**src/rtl/vga_pkg.sv**
```systemverilog
// Constants and state encoding shared by the vga framebuffer write-side blocks.
package vga_pkg;

  localparam int FB_WIDTH     = 400;
  localparam int FB_HEIGHT    = 300;
  localparam int ADDR_WIDTH   = 18;
  localparam int DATA_WIDTH   = 8;
  localparam int STRIDE_SHIFT = 9;
  localparam int COORD_WIDTH  = 10;

  typedef enum logic [1:0] {
    ST_IDLE = 2'd0,
    ST_CLIP = 2'd1,
    ST_FILL = 2'd2,
    ST_DONE = 2'd3
  } fill_state_t;

  // Linear framebuffer address of pixel (x, y) with a power-of-two row stride.
  function automatic logic [ADDR_WIDTH-1:0] pixel_addr(
    input logic [COORD_WIDTH-1:0] x,
    input logic [COORD_WIDTH-1:0] y
  );
    return (ADDR_WIDTH'(y) << STRIDE_SHIFT) + ADDR_WIDTH'(x);
  endfunction

  // Exclusive end coordinate, saturated at the framebuffer edge; the extra bit keeps the sum from wrapping.
  function automatic logic [COORD_WIDTH:0] clip_end(
    input logic [COORD_WIDTH-1:0] start,
    input logic [COORD_WIDTH-1:0] len,
    input int                     limit
  );
    logic [COORD_WIDTH:0] sum;
    sum = {1'b0, start} + {1'b0, len};
    return (sum > (COORD_WIDTH+1)'(limit)) ? (COORD_WIDTH+1)'(limit) : sum;
  endfunction

endpackage

```
**src/rtl/vga_out_arbiter.sv**
```systemverilog
// Priority mux and output register for the vga write port: CPU writes always win,
// fill pixels go out only on free cycles and are acknowledged through fill_accept.
module vga_out_arbiter
  import vga_pkg::*;
(
  input  logic                  clk50M,
  input  logic                  rst,
  input  logic                  cpu_write_enable,
  input  logic [ADDR_WIDTH-1:0] cpu_write_addr,
  input  logic [DATA_WIDTH-1:0] cpu_write_data,
  input  logic                  fill_valid,
  input  logic [ADDR_WIDTH-1:0] fill_addr,
  input  logic [DATA_WIDTH-1:0] fill_data,
  output logic                  fill_accept,
  output logic [ADDR_WIDTH-1:0] write_addr,
  output logic [DATA_WIDTH-1:0] write_data,
  output logic                  write_enable
);

  logic [ADDR_WIDTH-1:0] write_addr_r;
  logic [DATA_WIDTH-1:0] write_data_r;
  logic                  write_enable_r;

  assign fill_accept  = fill_valid & ~cpu_write_enable;
  assign write_addr   = write_addr_r;
  assign write_data   = write_data_r;
  assign write_enable = write_enable_r;

  // Output register; address and data hold when nothing is written.
  always_ff @(posedge clk50M or posedge rst) begin
    if (rst) begin
      write_addr_r   <= {ADDR_WIDTH{1'b0}};
      write_data_r   <= {DATA_WIDTH{1'b0}};
      write_enable_r <= 1'b0;
    end else if (cpu_write_enable) begin
      write_addr_r   <= cpu_write_addr;
      write_data_r   <= cpu_write_data;
      write_enable_r <= 1'b1;
    end else if (fill_valid) begin
      write_addr_r   <= fill_addr;
      write_data_r   <= fill_data;
      write_enable_r <= 1'b1;
    end else begin
      write_enable_r <= 1'b0;
    end
  end

endmodule

```
**src/rtl/vga_rect_fill.sv**
```systemverilog
// Rectangle-fill engine: clips a command to the framebuffer and streams its pixels
// row-major into the vga write port, merged with direct CPU pixel writes.
module vga_rect_fill
  import vga_pkg::*;
(
  input  logic        clk50M,
  input  logic        rst,
  input  logic        cmd_valid,
  output logic        cmd_ready,
  input  logic [9:0]  cmd_x0,
  input  logic [9:0]  cmd_y0,
  input  logic [9:0]  cmd_w,
  input  logic [9:0]  cmd_h,
  input  logic [7:0]  cmd_color,
  input  logic        cpu_write_enable,
  input  logic [17:0] cpu_write_addr,
  input  logic [7:0]  cpu_write_data,
  output logic [17:0] write_addr,
  output logic [7:0]  write_data,
  output logic        write_enable,
  output logic        busy,
  output logic        done
);

  fill_state_t state_r, state_next_s;

  logic [COORD_WIDTH-1:0] x0_r, y0_r, w_r, h_r;
  logic [DATA_WIDTH-1:0]  color_r;
  logic [COORD_WIDTH:0]   x_end_r, y_end_r;
  logic [COORD_WIDTH-1:0] x_r, y_r;
  logic                   cmd_ready_r, busy_r, done_r;

  logic                   degenerate_s;
  logic                   row_end_s;
  logic                   last_pixel_s;
  logic                   fill_valid_s;
  logic                   fill_accept_s;
  logic [ADDR_WIDTH-1:0]  fill_addr_s;

  assign degenerate_s = (w_r == 10'd0) || (h_r == 10'd0) ||
                        (x0_r >= COORD_WIDTH'(FB_WIDTH)) ||
                        (y0_r >= COORD_WIDTH'(FB_HEIGHT));
  assign row_end_s    = (({1'b0, x_r} + 11'd1) == x_end_r);
  assign last_pixel_s = row_end_s && (({1'b0, y_r} + 11'd1) == y_end_r);
  assign fill_valid_s = (state_r == ST_FILL);
  assign fill_addr_s  = pixel_addr(x_r, y_r);

  assign cmd_ready = cmd_ready_r;
  assign busy      = busy_r;
  assign done      = done_r;

  vga_out_arbiter u_out_arbiter (
    .clk50M           (clk50M),
    .rst              (rst),
    .cpu_write_enable (cpu_write_enable),
    .cpu_write_addr   (cpu_write_addr),
    .cpu_write_data   (cpu_write_data),
    .fill_valid       (fill_valid_s),
    .fill_addr        (fill_addr_s),
    .fill_data        (color_r),
    .fill_accept      (fill_accept_s),
    .write_addr       (write_addr),
    .write_data       (write_data),
    .write_enable     (write_enable)
  );

  // State register.
  always_ff @(posedge clk50M or posedge rst) begin
    if (rst) begin
      state_r <= ST_IDLE;
    end else begin
      state_r <= state_next_s;
    end
  end

  // Next-state logic; the fill only advances on cycles the arbiter took its pixel.
  always_comb begin
    state_next_s = state_r;
    case (state_r)
      ST_IDLE: begin
        if (cmd_valid) state_next_s = ST_CLIP;
        else           state_next_s = ST_IDLE;
      end
      ST_CLIP: begin
        if (degenerate_s) state_next_s = ST_DONE;
        else              state_next_s = ST_FILL;
      end
      ST_FILL: begin
        if (fill_accept_s && last_pixel_s) state_next_s = ST_DONE;
        else                               state_next_s = ST_FILL;
      end
      ST_DONE: state_next_s = ST_IDLE;
      default: state_next_s = ST_IDLE;
    endcase
  end

  // Status outputs registered from the next state so they line up with state_r.
  always_ff @(posedge clk50M or posedge rst) begin
    if (rst) begin
      cmd_ready_r <= 1'b1;
      busy_r      <= 1'b0;
      done_r      <= 1'b0;
    end else begin
      cmd_ready_r <= (state_next_s == ST_IDLE);
      busy_r      <= (state_next_s != ST_IDLE);
      done_r      <= (state_next_s == ST_DONE);
    end
  end

  // Command latch, clip bounds and pixel walker.
  always_ff @(posedge clk50M or posedge rst) begin
    if (rst) begin
      x0_r    <= 10'd0;
      y0_r    <= 10'd0;
      w_r     <= 10'd0;
      h_r     <= 10'd0;
      color_r <= 8'd0;
      x_end_r <= 11'd0;
      y_end_r <= 11'd0;
      x_r     <= 10'd0;
      y_r     <= 10'd0;
    end else begin
      case (state_r)
        ST_IDLE: begin
          if (cmd_valid) begin
            x0_r    <= cmd_x0;
            y0_r    <= cmd_y0;
            w_r     <= cmd_w;
            h_r     <= cmd_h;
            color_r <= cmd_color;
          end
        end
        ST_CLIP: begin
          x_end_r <= clip_end(x0_r, w_r, FB_WIDTH);
          y_end_r <= clip_end(y0_r, h_r, FB_HEIGHT);
          x_r     <= x0_r;
          y_r     <= y0_r;
        end
        ST_FILL: begin
          if (fill_accept_s) begin
            if (row_end_s) begin
              x_r <= x0_r;
              y_r <= y_r + 10'd1;
            end else begin
              x_r <= x_r + 10'd1;
            end
          end
        end
        default: begin
          x_r <= x_r;
        end
      endcase
    end
  end

endmodule

```
**config.mk**
```make
export PLATFORM = sky130hd
export DESIGN_NAME = vga_rect_fill
export DESIGN_NICKNAME = d
export VERILOG_FILES = /design/src/rtl/vga_pkg.sv /design/src/rtl/vga_out_arbiter.sv /design/src/rtl/vga_rect_fill.sv
export SDC_FILE = /design/constraint.sdc
export NUM_CORES = 1
export LEC_CHECK = 0
export CAP_MARGIN = 5
export CORE_MARGIN = 3
export CORE_UTILIZATION = 55
export CTS_CLUSTER_SIZE = 25
export DETAILED_ROUTE_END_ITERATION = 16
export GPL_ROUTABILITY_DRIVEN = 0
export PLACE_DENSITY = 0.81
export SETUP_SLACK_MARGIN = 0.5
export SYNTH_ARGS = -nofsm -noshare
export SYNTH_HDL_FRONTEND = slang
export SYNTH_SLANG_ARGS = --single-unit
```
**constraint.sdc**
```tcl
create_clock -name clk50M -period 5.85 [get_ports clk50M]
set_input_delay 1.755 -clock clk50M [delete_from_list [all_inputs] [get_ports clk50M]]
set_output_delay 1.755 -clock clk50M [all_outputs]
set_load 0.005 [all_outputs]
```
==> results.md, run 1 <==
- Slowest stage cell, crit path: or4_1
- Met3 routed WL: ~1.6 mm
- Clock root cell: clkbuf_16
- Final Max Tran Viols: 0
- Post-route setup slack: between 2 and 2.5 ns
- Startpoint Class: flop
- Synth top area share: 41.0%
- Fill count: roughly 900
- Seq pwr share: 29.7%
- CP peak stage delay: ~0.7 ns
- CTS max path bufs: 2
- WL met2: 8.50 mm
- Max cap viols: 0
- Status: finished, final reports clean
- Rel. slew slack: a little under a quarter
- Most common cell in the netlist: dfrtp_1
- Synth-to-Final Area Change: 23.0%
- Setup-failing EPs final: 0
- RSZ-0062 raised after global routing: false
- Mapped Nets: ~860
- Syn. warnings: 0
- # H-tree levels: 4
- Sequential area share after synthesis: between 40 and 50%
- Initial antenna violation count: 0
- Global-route wire length before repair: roughly 32 mm
- Total Routing Usage GR: a little over a quarter
- Synth async-reset ratio: between 90% and 100%
- Peak supply drop: roughly 0.32 mV
- CP Data Arrival Time: ~3.8 ns
- Die ar.: about 0.015 mm^2
- Layout Nets: 937
- Synth area leaders: dfrtp_1 (41%), mux2_2 (7.5%), ha_1 (4.7%), o21ai_0 (3.5%), mux2i_1 (3.3%)
- Mapped Area: around 0.0074 mm^2
- # IOs: about 110
- Row Count: between 40 and 50
- Share of cells above drive strength 1: about an eighth
- Hpwl dp: 13.6 mm
- Leading area contributor after synthesis: dfrtp_1
- Prevailing post-synth register cell: dfrtp_1
- Vias in the first global route: ~6,400
- Vias/cell: roughly 6.3
- First-pass iteration count of the detailed router: 5
- Cells after Synth: approximately 750
- Final cycle utilization of the critical path: 59.4%
- Multi-input gate area: a little over 0.004 mm^2
- CTS tree: done
- Starting Density: a little under three fifths
- Int Pwr: 3.28 mW
- Seq cells post-synth: between 100 and 150
- Commonest cells in the netlist: dfrtp_1 (121), nand2_1 (62), o21ai_0 (52)
- DR vias: 6,341
- Post-place instance area: between 0.008 and 0.009 mm^2
- Die height: 122 um
- TritonCTS buffer count: 17
- Antenna Cells: 0
- Switching part of the total: between 40% and 50%
- Pre-CTS setup slack: approximately 2.2 ns
- Setup TNS: 0 ns
- Critical-path cell list: ha_1 -> nand3_4 -> or3_4 -> a2111oi_4 -> nand4_1 -> or4_1 -> nor3b_1
- Die W: between 100 and 150 um
- Routed WL per cell: around 19 um
- Core Box Area: ~0.013 mm^2
- Min Hold Slack: 0.506 ns
- Clk_skew: roughly 0.0088 ns
- Worst slew pin tran: roughly 1.1 ns
- Post-route ant nets: 0
- Postcts setup bufs: 0
- Buffers added on ports: around 110
- Global route total overflow: 0
- Drt first-iter violations: between 500 and 600
- Clock Sink Count: about 120
- Worst hold path type: reg -> reg
- Final Hold Fails: 0
- F_max: between 200 and 300 MHz
- Setup crit end kind: flop
- Residual DRC: 0
- DR top layer: met4
- Switching power: ~2.4 mW
- WL met1: about 8.4 mm
- Worst-path clk slew: around 0.050 ns
- Gate power share: just over 50%
- Final Instance Area: just over 0.009 mm^2
- Crit path kind: reg -> reg
- Clock latency on the worst-skew pair: between 0.4 and 0.5 ns
- EDFF count, synth: 0
- Pwr dens: 628 mW/mm^2
- WL final: roughly 19 mm
- CTS resizes: 0
- Netlist cell types: 77
- Pleak: around 3.7 nW
- Min Tclk post-route: about 3.5 ns
- Crit-path max FO: 12
- Post-CTS Hold Fix Bufs: 0
- Clock power share: between 10% and 20%
- Pin count of the biggest net entering global routing: between 60 and 70
- Required time worst endpoint: between 6 and 7 ns
- Synthesized area per cell: approximately 10 um^2
- Register area: approximately 0.003 mm^2
==> layout make-up <==
cell class | count | share of cell area (%)
Clock buffer | 22 | 5.33
Clock inverter | 8 | 1.29
Inverter | 15 | 0.647
Multi-Input combinational cell | 561 | 44.6
Sequential cell | 122 | 33.6
Tap cell | 172 | 2.37
Timing Repair Buffer | 112 | 12.1
==> routing by layer <==
layer | track usage (%) | up-vias
li1 | - | 2934
met3 | 5.52 | 52
met2 | 42.0 | 345
met1 | 35.9 | 3010
met4 | 12.2 | 0
met5 | 0 | -
==> kinds of logic (layout without fill, tap and decap cells) <==
| family | count (synthesis) | after routing | synth area share, % |
|---|---|---|---|
| xor gates and xnor gates | 41 | 41 | 5.06 |
| DFF | 122 | 122 | 41.3 |
| AOI/OAI and AO/OA | 189 | 189 | 17.4 |
| buffers and inverters | 65 | 157 | 3.88 |
| and+or+nand+nor | 227 | 227 | 16.1 |
| adders and majority gates | 30 | 30 | 5.28 |
| muxes | 74 | 74 | 10.9 |
==> cell usage in the layout (no fill, tap or decap), types with 4 or more instances in the layout <==
cell,n
nand3_1,20
and4_1,5
o311ai_1,5
mux2i_1,24
clkdlybuf4s50_1,106
nor4_1,11
o211ai_1,8
o21bai_1,4
clkbuf_16,17
or3_1,6
buf_4,5
nor2b_1,12
o2bb2ai_1,7
a21o_1,4
nor3_1,19
xor2_1,16
a31oi_1,7
xnor2_1,24
a211oi_1,5
nand2_1,61
dfrtp_1,121
nor3b_1,6
mux2_2,49
nor2_1,37
a21oi_1,35
inv_1,14
or4_1,4
and3_1,16
a22o_1,4
nand4_1,10
o21ai_0,52
clkinv_2,4
clkbuf_8,4
a22oi_1,4
o21a_1,9
a311oi_1,4
ha_1,27
==> registers in the layout, indices dropped and copies added, names as in the netlist <==
register and flops:
h_r 10, state_r 2, w_r 10, y0_r 10, u_out_arbiter.write_addr 18, u_out_arbiter.write_data 8, done 1, color_r 8
x0_r 10, u_out_arbiter.write_enable 1, y_r 10, busy 1, x_r 10, y_end_r 11, cmd_ready 1, x_end_r 11
==> worst paths after layout <==
check	start	end	slack [ns]	depth (start not counted)
worst max-delay path	x_r[0]$_DFFE_PP0P_	y_r[7]$_DFFE_PP0P_	2.38	7
worst min-delay path	color_r[1]$_DFFE_PP0P_	color_r[1]$_DFFE_PP0P_	0.51	1
worst max register to register	x_r[0]$_DFFE_PP0P_	y_r[7]$_DFFE_PP0P_	2.38	7
worst min register to register	color_r[1]$_DFFE_PP0P_	color_r[1]$_DFFE_PP0P_	0.51	1
max in group asynchronous	rst	w_r[5]$_DFFE_PP0P_	3.14	3
min in group asynchronous	rst	y0_r[2]$_DFFE_PP0P_	1.79	2
==> worst max-delay path: cells and delay by family, from the launching register on <==
kind / cells / cell delay [ns]
flops: 1 / 0.53
simple gates: 5 / 2.11
compound gates: 1 / 0.37
fa+ha+maj: 1 / 0.33
==> stage by stage <==
stage                     power, mW  utilization (%)  std cells
after floorplan                3.75                -        748
after global placement         4.40             65.9        982
after detailed placement       4.56             65.9        982
after CTS                      5.66             70.6       1012
after global routing           6.10             70.6       1012
final                          5.71             70.6       1012
==> power by group through the flow <==
stage / combinational (mW) / sequential, mW / clock, mW
2_1_floorplan: 2.31 / 1.44 / 0
3_3_place_gp: 2.73 / 1.66 / 0
3_5_place_dp: 2.87 / 1.69 / 0
4_1_cts: 2.90 / 1.68 / 1.08
5_1_grt: 3.23 / 1.75 / 1.12
6_report: 2.94 / 1.70 / 1.07
No activity file was read; power rests on OpenSTA's default activity.
==> run 2, diff against run 1 <==
--- a/config.mk
+++ b/config.mk
@@ -7,11 +7,11 @@
 export LEC_CHECK = 0
 export CAP_MARGIN = 5
 export CORE_MARGIN = 3
-export CORE_UTILIZATION = 55
+export CORE_UTILIZATION = 50
 export CTS_CLUSTER_SIZE = 25
 export DETAILED_ROUTE_END_ITERATION = 16
 export GPL_ROUTABILITY_DRIVEN = 0
-export PLACE_DENSITY = 0.81
+export PLACE_DENSITY = 0.77
 export SETUP_SLACK_MARGIN = 0.5
 export SYNTH_ARGS = -nofsm -noshare
 export SYNTH_HDL_FRONTEND = slang
==> constraint.sdc (replaced) <==
create_clock -name clk50M -period 3.16 [get_ports clk50M]
set_input_delay 0.948 -clock clk50M [delete_from_list [all_inputs] [get_ports clk50M]]
set_output_delay 0.948 -clock clk50M [all_outputs]
set_load 0.005 [all_outputs]
==> run 2 against run 1 <==
Compared with the run above: first-iteration DRC count decreased by 6.7%; design area increased by 3.1%; sequential share of layout area decreased by 0.93 points; largest cell class unchanged; clock power increased by 93%; clock skew decreased by 0.0028 ns; die area increased by 9.5%; core utilization decreased by 4.4 points; clock-buffer cell count increased by 2; sequential cell count unchanged; non-clock buffer count increased by 16; total power increased by 93%; via count increased by 1.5%.
==> results.md, run 2 (synthesis results as in run 1) <==
- Status: finished, final reports clean
- Initial antenna violation count: 0
- Peak supply drop: around 0.78 mV
- CTS max path bufs: 2
- Post-route ant nets: 0
- Clock root cell: clkbuf_16
- Final cycle utilization of the critical path: between 80 and 90%
- Vias in the first global route: 6,559
- WL final: just over 20 mm
- Vias/cell: approximately 6.2
- F_max: 378 MHz
- DR vias: between 6,000 and 7,000
- Residual DRC: 0
- Starting Density: a little over half
- Crit-path max FO: 7
- R2R setup slack: between 0.5 and 0.6 ns
- Max reg flops: 18
- Drt first-iter violations: 476
- Die ar.: between 0.015 and 0.02 mm^2
- CP Data Arrival Time: 2.94 ns
- Min Tclk post-route: around 2.6 ns
- DP Cell Count: between 900 and 1,000
- CTS tree: done
- Antenna Cells: 0
- Die W: 128 um
- Setup TNS: 0 ns
- Synth-to-Final Area Change: 26.8%
- Die height: between 100 and 150 um
- # H-tree levels: 4
- Most frequent cells in the layout: dfrtp_1 (115), clkdlybuf4s50_1 (106), nand2_1 (60)
- Post-CTS Hold Fix Bufs: 0
- Setup crit end kind: flop
- Rel. slew slack: 51.1%
- Clock latency on the worst-skew pair: approximately 0.42 ns
- Startpoint Class: flop
- Clock Sink Count: approximately 120
- Pleak: 3.84 nW
- TritonCTS buffer count: 17
- Final Max Tran Viols: 0
- Required time worst endpoint: about 3.5 ns
- Core Box Area: around 0.014 mm^2
- Setup-failing EPs final: 0
- Crit path kind: reg -> reg
- Worst hold path type: reg -> reg
- Buffers added on ports: roughly 110
- Worst hold start: color_r[3]$_DFFE_PP0P_
- Final Non-Filler Cells: just over 1,000
- Pwr dens: between 1000 and 1500 mW/mm^2
- RSZ-0062 raised after global routing: true
- Crit path launch: x0_r[1]$_DFFE_PP0P_
- Total Routing Usage GR: approximately a quarter
- First-pass iteration count of the detailed router: 5
- Final Total Pwr: roughly 11 mW
- Reg2reg start: x0_r[1]$_DFFE_PP0P_
- Final Hold Fails: 0
- Global route total overflow: 0
- Worst Setup EP: x_end_r[4]$_DFFE_PP0P_
- Fill count: ~1,100
- # IOs: roughly 110
- Clk_skew: between 0.005 and 0.006 ns
- R2R depth: 7
- Reg-to-reg critical path endpoint: x_end_r[4]$_DFFE_PP0P_
- Layout Nets: around 950
- Worst-path clk slew: about 0.05 ns
- Routed WL per cell: about 19 um
- Worst slew pin tran: ~0.73 ns
- Most common cell after layout, fill and taps aside: dfrtp_1
- Share of cells above drive strength 1: ~16%
- Max cap viols: 0
- Global-route wire length before repair: 32.8 mm
- Row Count: 43
- Hpwl dp: about 14 mm
- Pin count of the biggest net entering global routing: about 120
run 2: worst max-delay path: stages, from the launching register on:
cell      delay, ns
dfrtp_1        0.46
ha_1           0.35
a211oi_1       0.41
o21bai_1       0.19
a221oi_2       0.38
o2111a_2       0.34
nor2_1         0.09
o32a_1         0.29
run 2: worst min path at each step:
stage                                         to  slack [ns]  depth (start not counted)
after CTS                 color_r[3]$_DFFE_PP0P_        0.51                          1
final                     color_r[3]$_DFFE_PP0P_        0.51                          1
after detailed placement  color_r[3]$_DFFE_PP0P_        0.49                          1
after global routing      color_r[3]$_DFFE_PP0P_        0.53                          1
after floorplan           x_end_r[3]$_DFFE_PP0P_        0.48                          1
after global placement    color_r[4]$_DFFE_PP0P_        0.49                          1
run 2: cell type report:
cell class                      count  area, um^2  area share, %
Multi-Input combinational cell    561        4140           44.2
Sequential cell                   122        3060           32.7
Timing Repair Buffer              128        1250           13.4
Clock buffer                       24         492           5.25
Tap cell                          180         225           2.40
Clock inverter                      7         138           1.47
Inverter                           15        60.1          0.641
run 2: what timing repair did:
action,CTS,global route
pin swaps,1,5
buffers inserted,2,6
gates resized for setup,14,12
gates cloned,0,0
endpoints found under the setup margin,38,27
run 2: power breakdown:
group	total, mW	switching [mW]	internal [mW]
sequential	3.16	0.891	2.26
clock	2.06	0.666	1.40
combinational	5.82	3.11	2.71
run 2: metrics by stage:
stage	hold slack (ns)	cell area [um^2]	worst slack [ns]	util [%]
floorplan	0.475	7390	0.676	-
global placement	0.486	8580	0.355	60.7
detailed placement	0.494	8580	0.277	60.7
CTS	0.506	9280	0.510	65.6
global route	0.527	9370	0.397	66.2
finish	0.506	9370	0.515	66.2
run 2: routing by layer:
metal | vias up | GRT usage, % | share of wire [%]
li1 | 2958 | - | -
met1 | 3100 | 33.9 | 43
met2 | 335 | 38.9 | 46
met3 | 46 | 5.73 | 8.5
met4 | 0 | 10.0 | 2.4
met5 | - | 0 | 0
==> run 3, diff against run 2 <==
==> constraint.sdc (replaced) <==
create_clock -name clk50M -period 2.4 [get_ports clk50M]
set_input_delay 0.72 -clock clk50M [delete_from_list [all_inputs] [get_ports clk50M]]
set_output_delay 0.72 -clock clk50M [all_outputs]
set_load 0.005 [all_outputs]
==> run 3 against run 2 <==
Compared with the run above: the run now ends with setup timing left; design area is 11% higher; clock power is 33% higher; sequential power is 26% higher; clock skew is 0.0010 ns higher; register-to-register slack worse by 0.55 ns; die area stayed put.
==> results.md, run 3 (synthesis results as in run 1) <==
- Final Non-Filler Cells: roughly 1,100
- Most frequent cells in the layout: dfrtp_1 (117), buf_4 (83), clkdlybuf4s50_1 (76)
- Post-route ant nets: 0
- Switching part of the total: 42.9%
- WL final: 22.1 mm
- Clock latency on the worst-skew pair: approximately 0.42 ns
- Vias in the first global route: just over 7,000
- Row Count: between 40 and 50
- Die height: approximately 130 um
- Total Routing Usage GR: 27.5%
- Worst hold path type: reg -> reg
- DP Cell Count: ~1,000
- Clk_skew: 0.00696 ns
- Fill count: roughly 950
- WL met1: between 9 and 10 mm
- Critical-path cell list: ha_4 -> buf_4 -> buf_4 -> a211oi_2 -> o21bai_2 -> a221oi_4 -> o2111a_1 -> nor2_2 -> o32a_1
- Switching power: approximately 7.2 mW
- Post-route setup slack: -0.0359 ns
- Min Tclk post-route: roughly 2.4 ns
- Vias/cell: about 6.3
- Register area: between 0.003 and 0.004 mm^2
- Clock Sink Count: between 100 and 150
- # H-tree levels: 4
- Setup crit end kind: flop
- Antenna Cells: 0
- WL met2: roughly 10 mm
- TritonCTS buffer count: 17
- Routed WL per cell: approximately 20 um
- Multi-input gate area: around 0.0046 mm^2
- Max reg flops: 18
- Peak supply drop: between 0.9 and 1 mV
- Slowest stage cell, crit path: dfrtp_1
- CP Data Arrival Time: 2.74 ns
- Global route total overflow: 0
- Met3 routed WL: roughly 1.8 mm
- Hpwl dp: roughly 15 mm
- Die W: around 130 um
- Layout Nets: a little over 1,000
- Final Total Pwr: 16.8 mW
- Worst-path clk slew: 0.06 ns
- Seq pwr share: approximately a quarter
- Starting Density: a little over half
- Crit path kind: reg -> reg
- CTS tree: done
- DR vias: 6,960
- Clock root cell: clkbuf_16
- Crit-path max FO: 3
- Final cycle utilization of the critical path: 101%
- Global-route wire length before repair: 36.1 mm
- Status: complete, but fails checks
- Residual DRC: 0
- Post-CTS Hold Fix Bufs: 0
- Share of cells above drive strength 1: roughly 29%
- Setup TNS: -0.0482 ns
- Rel. slew slack: a little over two fifths
- Critical Path Most Common Cell: buf_4
- RSZ-0062 raised after global routing: true
- Pleak: about 4.4 nW
- DR top layer: met4
- Initial antenna violation count: 0
- Most common cell after layout, fill and taps aside: dfrtp_1
- Required time worst endpoint: 2.70 ns
- Pwr dens: ~1600 mW/mm^2
- Gate power share: about three fifths
- Max cap viols: 0
- Final Max Tran Viols: 0
- Final Hold Fails: 0
- # IOs: between 100 and 150
- CP peak stage delay: about 0.42 ns
- Pin count of the biggest net entering global routing: 54
- Startpoint Class: flop
- Min Hold Slack: between 0.5 and 0.6 ns
- Int Pwr: ~9.6 mW
- Setup-failing EPs final: 3
- Violated checks: setup timing
- Die ar.: 0.0163 mm^2
- F_max: 411 MHz
- Drt first-iter violations: slightly below 500
- Buffers added on ports: 107
- CTS max path bufs: 2
- Worst slew pin tran: about 0.85 ns
- First-pass iteration count of the detailed router: 7
- Clock power share: around 16%
- Core Box Area: 0.0141 mm^2
- Synth-to-Final Area Change: 40.8%
run 3: cell type report:
class / instances / share of cell area (%)
multi-input combinational: 561 / 44.0
sequential: 122 / 29.4
timing repair buffer: 203 / 17.7
clock buffer: 21 / 4.52
tap: 180 / 2.17
clock inverter: 11 / 1.61
inverter: 15 / 0.577
run 3: timing repair:
action / CTS / global route
setup endpoints to repair: 72 / 44
resized for setup: 82 / 29
setup buffers: 32 / 5
pin swaps: 41 / 22
run 3: power groups by stage:
stage | Clock, mW | Sequential (mW) | Combinational, mW
after detailed placement | 0 | 3.92 | 8.30
after global routing | 2.85 | 4.08 | 10.8
after CTS | 2.78 | 3.90 | 9.43
after floorplan | 0 | 3.54 | 6.00
after global placement | 0 | 3.85 | 7.96
final | 2.75 | 3.97 | 10.0
run 3: final timing paths:
kind,start,end,slack (ns),cells past startpoint
min in group asynchronous,rst,y_r[7]$_DFFE_PP0P_,0.64,2
worst min-delay path,color_r[0]$_DFFE_PP0P_,color_r[0]$_DFFE_PP0P_,0.50,1
worst max-delay path,w_r[0]$_DFFE_PP0P_,x_end_r[4]$_DFFE_PP0P_,-0.04,9
worst min register to register,color_r[0]$_DFFE_PP0P_,color_r[0]$_DFFE_PP0P_,0.50,1
max in group asynchronous,rst,cmd_ready$_DFF_PP1_,1.21,3
worst max register to register,w_r[0]$_DFFE_PP0P_,x_end_r[4]$_DFFE_PP0P_,-0.04,9
run 3: worst max-delay path: cells and delay by family (launching register included):
family | cells | cell delay, ns
AND/OR/NAND/NOR | 1 | 0.07
flip-flops | 1 | 0.42
buffers and inverters | 2 | 0.25
adder cells (fa/ha/maj) | 1 | 0.19
AO/OA/AOI/OAI | 5 | 1.37
run 3: metal layers:
| layer | vias up | global-route usage (%) |
|---|---|---|
| met2 | 348 | 44.6 |
| met4 | 0 | 11.0 |
| li1 | 3119 | - |
| met1 | 3437 | 36.5 |
| met5 | - | 0 |
| met3 | 56 | 5.43 |
run 3: stage by stage:
stage | worst slack (ns) | util [%] | area, um^2
global placement | 0.0378 | 64.5 | 9120
finish | -0.0359 | 73.5 | 10400
CTS | 0.0189 | 72.4 | 10200
floorplan | 0.0535 | - | 7600
detailed placement | -0.0278 | 64.5 | 9120
global route | -0.123 | 73.5 | 10400
